### src/rtl/axi_ar_arbiter.sv
// Read-address arbiter for a 2-master / 3-slave AXI interconnect.
// Round-robin grant of one AR request at a time, address decode to a one-hot
// slave select, AR handshake routing, and grant hold until the burst's RLAST
// beat (or a watchdog abort).
module axi_ar_arbiter #(
    parameter int unsigned ADDR_BITS = 32,
    parameter int unsigned TO_CYCLES = 256
) (
    input  logic                 clk,
    input  logic                 rst,
    input  logic                 ARVALID_M0,
    input  logic [ADDR_BITS-1:0] ARADDR_M0,
    output logic                 ARREADY_M0,
    input  logic                 ARVALID_M1,
    input  logic [ADDR_BITS-1:0] ARADDR_M1,
    output logic                 ARREADY_M1,
    output logic [2:0]           ARVALID_S,
    input  logic [2:0]           ARREADY_S,
    input  logic [1:0]           RVALID_M,
    input  logic [1:0]           RREADY_M,
    input  logic [1:0]           RLAST_M,
    output logic [1:0]           grant,
    output logic [2:0]           slave_sel,
    output logic                 busy,
    output logic                 timeout_err
);

    localparam int unsigned TW = $clog2(TO_CYCLES + 1);
    localparam logic [TW-1:0] TIMER_LAST = TW'(TO_CYCLES - 1);
    localparam logic [ADDR_BITS-17:0] HI_S1 = (ADDR_BITS - 16)'(1);

    typedef enum logic [1:0] {
        IDLE,
        ADDR,
        DATA
    } state_t;

    state_t        state, state_d;
    logic [1:0]    grant_d;
    logic [2:0]    slave_sel_d;
    logic          rr_ptr, rr_ptr_d;
    logic [TW-1:0] timer, timer_d;
    logic          timeout_err_d;

    logic          g_idx;
    logic          g_arvalid;
    logic          s_ready;
    logic          pick_m1;
    logic          done;

    // Upper address bits select S0 (page 0), S1 (page 1) or the default slave.
    function automatic logic [2:0] decode(input logic [ADDR_BITS-1:0] a);
        if (a[ADDR_BITS-1:16] == '0)
            return 3'b001;
        else if (a[ADDR_BITS-1:16] == HI_S1)
            return 3'b010;
        else
            return 3'b100;
    endfunction

    // Shared decode of the granted master's signals and the arbitration pick.
    always_comb begin
        g_idx     = grant[1];
        g_arvalid = g_idx ? ARVALID_M1 : ARVALID_M0;
        s_ready   = |(ARREADY_S & slave_sel);
        pick_m1   = (ARVALID_M1 & ~ARVALID_M0) | (ARVALID_M1 & ARVALID_M0 & rr_ptr);
        done      = (state == DATA) & RVALID_M[g_idx] & RREADY_M[g_idx] & RLAST_M[g_idx];
    end

    // Next-state logic and the combinational handshake outputs.
    always_comb begin
        state_d       = state;
        grant_d       = grant;
        slave_sel_d   = slave_sel;
        rr_ptr_d      = rr_ptr;
        timer_d       = timer;
        timeout_err_d = 1'b0;
        ARVALID_S     = '0;
        ARREADY_M0    = 1'b0;
        ARREADY_M1    = 1'b0;
        busy          = (state != IDLE);

        unique case (state)
            IDLE: begin
                if (ARVALID_M0 | ARVALID_M1) begin
                    grant_d     = pick_m1 ? 2'b10 : 2'b01;
                    slave_sel_d = decode(pick_m1 ? ARADDR_M1 : ARADDR_M0);
                    state_d     = ADDR;
                end
            end
            ADDR: begin
                ARVALID_S  = slave_sel & {3{g_arvalid}};
                ARREADY_M0 = grant[0] & s_ready;
                ARREADY_M1 = grant[1] & s_ready;
                if (g_arvalid & s_ready) begin
                    state_d = DATA;
                    timer_d = '0;
                end
            end
            DATA: begin
                // done has priority over the watchdog: a last beat on the
                // final allowed cycle completes normally without an error.
                if (done || timer == TIMER_LAST) begin
                    timeout_err_d = ~done;
                    state_d       = IDLE;
                    grant_d       = '0;
                    slave_sel_d   = '0;
                    rr_ptr_d      = ~g_idx;
                end else begin
                    timer_d = timer + TW'(1);
                end
            end
            default: state_d = IDLE;
        endcase
    end

    // State register with synchronous active-low reset.
    always_ff @(posedge clk) begin
        if (!rst) begin
            state       <= IDLE;
            grant       <= '0;
            slave_sel   <= '0;
            rr_ptr      <= 1'b0;
            timer       <= '0;
            timeout_err <= 1'b0;
        end else begin
            state       <= state_d;
            grant       <= grant_d;
            slave_sel   <= slave_sel_d;
            rr_ptr      <= rr_ptr_d;
            timer       <= timer_d;
            timeout_err <= timeout_err_d;
        end
    end

endmodule
### config.mk
export PLATFORM = sky130hd
export DESIGN_NAME = axi_ar_arbiter
export DESIGN_NICKNAME = d
export VERILOG_FILES = /design/src/rtl/axi_ar_arbiter.sv
export SDC_FILE = /design/constraint.sdc
export NUM_CORES = 1
export LEC_CHECK = 0
export CAP_MARGIN = 10
export CORE_MARGIN = 2
export CORE_UTILIZATION = 30
export CTS_CLUSTER_SIZE = 8
export DETAILED_ROUTE_END_ITERATION = 12
export GPL_ROUTABILITY_DRIVEN = 0
export HOLD_SLACK_MARGIN = 0.12
export PLACE_DENSITY = 0.75
export RECOVER_POWER = 50
export SETUP_SLACK_MARGIN = 0.02
export SLEW_MARGIN = 0
export SYNTH_ARGS = -nofsm -noshare
export SYNTH_HDL_FRONTEND = slang
export SYNTH_SLANG_ARGS = --single-unit
### constraint.sdc
create_clock -name clk -period 5.94 [get_ports clk]
set_clock_uncertainty 0.2 [all_clocks]
set_input_delay 0.891 -clock clk [delete_from_list [all_inputs] [get_ports clk]]
set_output_delay 0.891 -clock clk [all_outputs]
set_load 0.1 [all_outputs]
Word level (Yosys, flattened, before mapping)
Index checks and enable logic that the tools add are counted.
Widths: inputs -> output; s select.
{ "word_totals": {"regBits": 18, "latch_bits": 0, "ramBits": 0, "mem_bits_ro": 0, "inputBits": 77, "out_inout_bits": 12, "word_cells": 70, "mem_count": 0} }
{ "classes": {"addsub": 1, "multipliers": 0, "n_div": 0, "magnitude_cmp": 1, "n_eq_ne": 8, "shift": 0, "mux": 26, "bitwise_logic": 16, "n_reduce_logical": 12} }
{ "op_table": {"columns": ["op", "count"], "rows": [
  ["$mux 32", 1],
  ["$mux 9", 2],
  ["$pmux 9 s2", 1],
  ["$eq 16x1->1 const B", 1],
  ["$logic_not 16->1", 1],
  ["$mux 3", 5],
  ["$reduce_and 3->1", 4],
  ["$mux 2", 5],
  ["$add 9x1->9 const B", 1],
  ["$and 1x1->1", 9],
  ["$eq 9x8->1 const B", 1],
  ["$mux 1", 9],
  ["$and 3x3->3", 2],
  ["$ne 2x2->1 const B", 3],
  ["$pmux 2 s3", 1],
  ["$pmux 3 s2", 1],
  ["$reduce_bool 2->1", 3],
  ["$pmux 2 s2", 1],
  ["$not 1->1", 3],
  ["$reduce_or 3->1", 1],
  ["$eq 2x1->1 const B", 1],
  ["$eq 2x2->1 const B", 1],
  ["$logic_not 2->1", 1],
  ["$lt 1x2->1 const B", 1],
  ["4 further kinds", 5]
]} }

Logic depth before layout (Yosys ltp)
{ "depth": {"ltp_word": 9, "ltp_mapped": 9, "mapped_depth_nobuf": 8} }

Worst setup path after synthesis
OpenSTA, ideal clock, no wires.
{ "synth_timing": {"path_kind": "register to output", "startpoint": "reg slave_sel[0]", "endpoint": "out ARREADY_M1", "arrival_ps": 3439, "t_required_ps": 4849, "slack_ps": 1410, "stages_incl_launch_ff": 3, "path_buffers": 0, "path_cell_list": "dfxtp_1 a222oi_1 nor3_1"} }
{ "synth_via": {"elab_chain_cells": 4} }
{ "synth_lines": {"columns": ["item", "line", "text"], "rows": [
  ["start, declared", "23", "output logic [2:0] slave_sel,"],
  ["start signal, assigned", "129", "slave_sel <= slave_sel_d;"],
  ["$and 3x3->3", "65", "s_ready = |(ARREADY_S & slave_sel);"],
  ["$reduce_or 3->1", "65", null],
  ["$and 1x1->1", "94", "ARREADY_M1 = grant[1] & s_ready;"],
  ["$mux 1", "83", "unique case (state)"],
  ["end, declared", "16", "output logic ARREADY_M1,"]
]} }
No other way between the ends.

Final worst setup path
{ "layout_timing": {"startpoint": "in ARREADY_S[0]", "endpoint": "out ARREADY_M0"} }
{ "layout_via": {"elab_chain_cells": 4} }
{ "layout_lines": {"columns": ["item", "line", "text"], "rows": [
  ["start, declared", "18", "input logic [2:0] ARREADY_S,"],
  ["$and 3x3->3", "65", null],
  ["$reduce_or 3->1", "65", null],
  ["$and 1x1->1", "93", "ARREADY_M0 = grant[0] & s_ready;"],
  ["$mux 1", "83", null],
  ["end, declared", "13", "output logic ARREADY_M0,"]
]} }
No other way between the ends.

==> flow_summary.json <==
{
  "status": "complete, no violations",
  "hold_class": "register to register",
  "finalHoldViolCount": 0,
  "holdCritStartpoint": "timer[8]$_SDFFE_PN0P_",
  "holdPathEnd": "timer[8]$_SDFFE_PN0P_",
  "slew_headroom": 0.347,
  "dp_hpwl_um": 2470,
  "critPathKind": "input pin to primary output",
  "vias_per_cell": 5.32,
  "internal_power_uw": 197,
  "synth.avg_cell_area_um2": 8.58,
  "placed_area_um2": 1690,
  "tightestPinTransition_ns": 0.977,
  "power_frac_comb": 0.272,
  "grtUsageTotal": 0.161,
  "post_cts_buffers": 0,
  "path_cells": "dlygate4sd3_1 -> a222oi_1 -> nor2_1 -> and2_1 -> clkdlybuf4s50_1",
  "start_util": 0.322,
  "cts_hold_buf": 0,
  "clkLatencyLatePin_ns": 0.30,
  "cp_max_fo": 5,
  "syn-cell-area_um2": 1100,
  "drt_first_iter_violations": 35,
  "end_kind": "primary output",
  "synth_commonest_cells": "dfxtp_1, nand3_1, nand2_1",
  "min_period_over_period": 0.752,
  "dieArea_um2": 4160,
  "synth-edff-count": 0,
  "synth.distinct_cells": 42,
  "worst-path-buf-inv": 2,
  "numClockSinks": 18,
  "ir_drop_uv": 106,
  "postSynthNetCount": 207,
  "cts_tree": "yes",
  "setup_viol": 0,
  "grt_max_degree": 22,
  "start_kind": "input pin",
  "yosys_warnings": 0,
  "synth_top_cell_by_area": "dfxtp_1",
  "fp.coreArea_um2": 3420,
  "highest_layer": "met4",
  "r2r-start": "timer[0]$_SDFFE_PN0P_",
  "ant_nets": 0,
  "grt-ovfl-total": 0,
  "power.leakage_nw": 0.576,
  "post-route-util": 0.501,
  "synth-seq-area-share": 0.328,
  "worst_path_dominant_cell_family": "buffers and inverters",
  "p_sw_frac": 0.300,
  "post_cts_resize_count": 0,
  "p_sw_uw": 84.6,
  "drt-met1-wl_um": 1540,
  "p_seq_frac": 0.448,
  "rrSetupSlack_ns": 3.58,
  "drc": 0,
  "fmax_mhz": 224,
  "grt_pass1_vias": 1202,
  "clock_path_buffers": 2,
  "crit_path_top_delay_cell": "clkdlybuf4s50_1",
  "root_buffer": "clkbuf_4",
  "maxCapViolCount": 0,
  "numCtsBuffers": 3,
  "setup_tns_ns": 0,
  "vias": 1219,
  "clk_pin_slew_ns": 0.11,
  "wl_um": 3190,
  "rr_endpoint": "timer[7]$_SDFFE_PN0P_",
  "post-route-min-period_ns": 4.47,
  "wl_met2_um": 1470,
  "max_stage_delay_ns": 0.97,
  "route.met3.wl_um": 166,
  "htree_levels": 1,
  "num_antenna_cells": 0,
  "hold_depth": 2,
  "dr.pass1.iters": 4,
  "yosysMostFrequentCell": "dfxtp_1",
  "dieWidth_um": 64.5,
  "fin_nets": 263,
  "grt_pass1_wl_um": 5420,
  "fin_cells": 229,
  "syn_inst": 128,
  "io_buffer_count": 56,
  "cp_data_required_time_ns": 4.85,
  "postLayoutCellArea_um2": 1710,
  "async_flop_share": 0,
  "n_fill_cell": 322,
  "die_h_um": 64.5,
  "placed_cells": 225,
  "r2r_cells": 8,
  "drive_gt1_frac": 0.0546,
  "ys_seq_elements": 18,
  "clkPwrFrac": 0.280,
  "fp-row-count": 21,
  "crit_arrival_ns": 3.38,
  "grt_setup_unrepaired": "false",
  "synth_top_area_frac": 0.328,
  "p_per_area_nw_per_um2": 165,
  "synth_area_leaders": "dfxtp_1, a2111o_1, nand3_1, mux2i_1, nor4_1",
  "wl_per_cell_um": 13.9,
  "antenna_found_initial": 0,
  "area_delta_synth_final_pct": 55.9,
  "dominantRegCellSynth": "dfxtp_1",
  "pin_count": 89,
  "drv_slew": 0
}
worst min-delay path: stages, from the launching register on:
cell,delay [ns]
dfxtp_1,0.33
nand3_1,0.06
a21oi_1,0.06
through the flow:
stage	power, mW	setup WS [ns]	hold WS (ns)
floorplan	0.166	1.41	0.244
global placement	0.205	1.59	0.253
detailed placement	0.206	1.58	0.264
CTS	0.283	1.59	0.280
global route	0.293	1.33	0.303
finish	0.282	1.47	0.282
cells by family (layout without fill, tap and decap cells):
logic type,Yosys count,in the layout,synth area share
compound gates,34,34,0.254
fa+ha+maj,2,2,0.0228
buf+inv,12,67,0.0512
simple gates,56,56,0.288
mux,6,6,0.0558
flops,18,18,0.328
sequential cells by signal, indices dropped and copies added (netlist names):
name / flops
grant: 2
rr_ptr: 1
slave_sel: 3
state: 2
timeout_err: 1
timer: 9
per-layer routing:
| layer | vias up | global-route usage |
|---|---|---|
| met1 | 572 | 0.208 |
| met5 | - | 0 |
| met2 | 36 | 0.270 |
| met4 | 0 | 0.0479 |
| li1 | 609 | - |
| met3 | 2 | 0.0313 |
power groups by stage:
stage                     logic, mW  clock network, mW  registers (mW)
after floorplan              0.0265                  0           0.140
after global placement       0.0759                  0           0.129
after detailed placement     0.0770                  0           0.129
after CTS                    0.0774             0.0790           0.126
after global routing         0.0816             0.0845           0.127
final                        0.0768             0.0790           0.126
area by class of cell:
type,instances,area (µm²),area share
Multi-Input combinational cell,98,672,0.392
Timing Repair Buffer,56,561,0.327
Sequential cell,18,360,0.210
Tap cell,46,57.6,0.0336
Clock buffer,4,36.3,0.0212
Inverter,7,26.3,0.0153
cells in the final DEF (no fill, tap or decap), drive strengths merged, types with 2 or more instances in the layout:
cell	n
a21oi	7
clkbuf	4
nand2	8
ha	2
o2111ai	2
or2	2
and3	2
mux2i	5
dlygate4sd3	3
a2111o	5
nand4b	2
nand3	11
o32ai	3
a211o	3
dfxtp	18
clkdlybuf4s50	53
nand2b	3
and2	4
o21ai	5
nor4	7
nor2	7
inv	6
nand4	3
nor3	5
worst max-delay path by stage:
stage,from,end,depth (start not counted)
floorplan,slave_sel[0]$_SDFFE_PN0P_,ARREADY_M1,2
global placement,ARREADY_S[0],ARREADY_M0,5
detailed placement,ARREADY_S[0],ARREADY_M0,5
CTS,ARREADY_S[0],ARREADY_M0,5
global route,ARREADY_S[0],ARREADY_M0,5
finish,ARREADY_S[0],ARREADY_M0,5
Power figures use the tool's default switching activity.
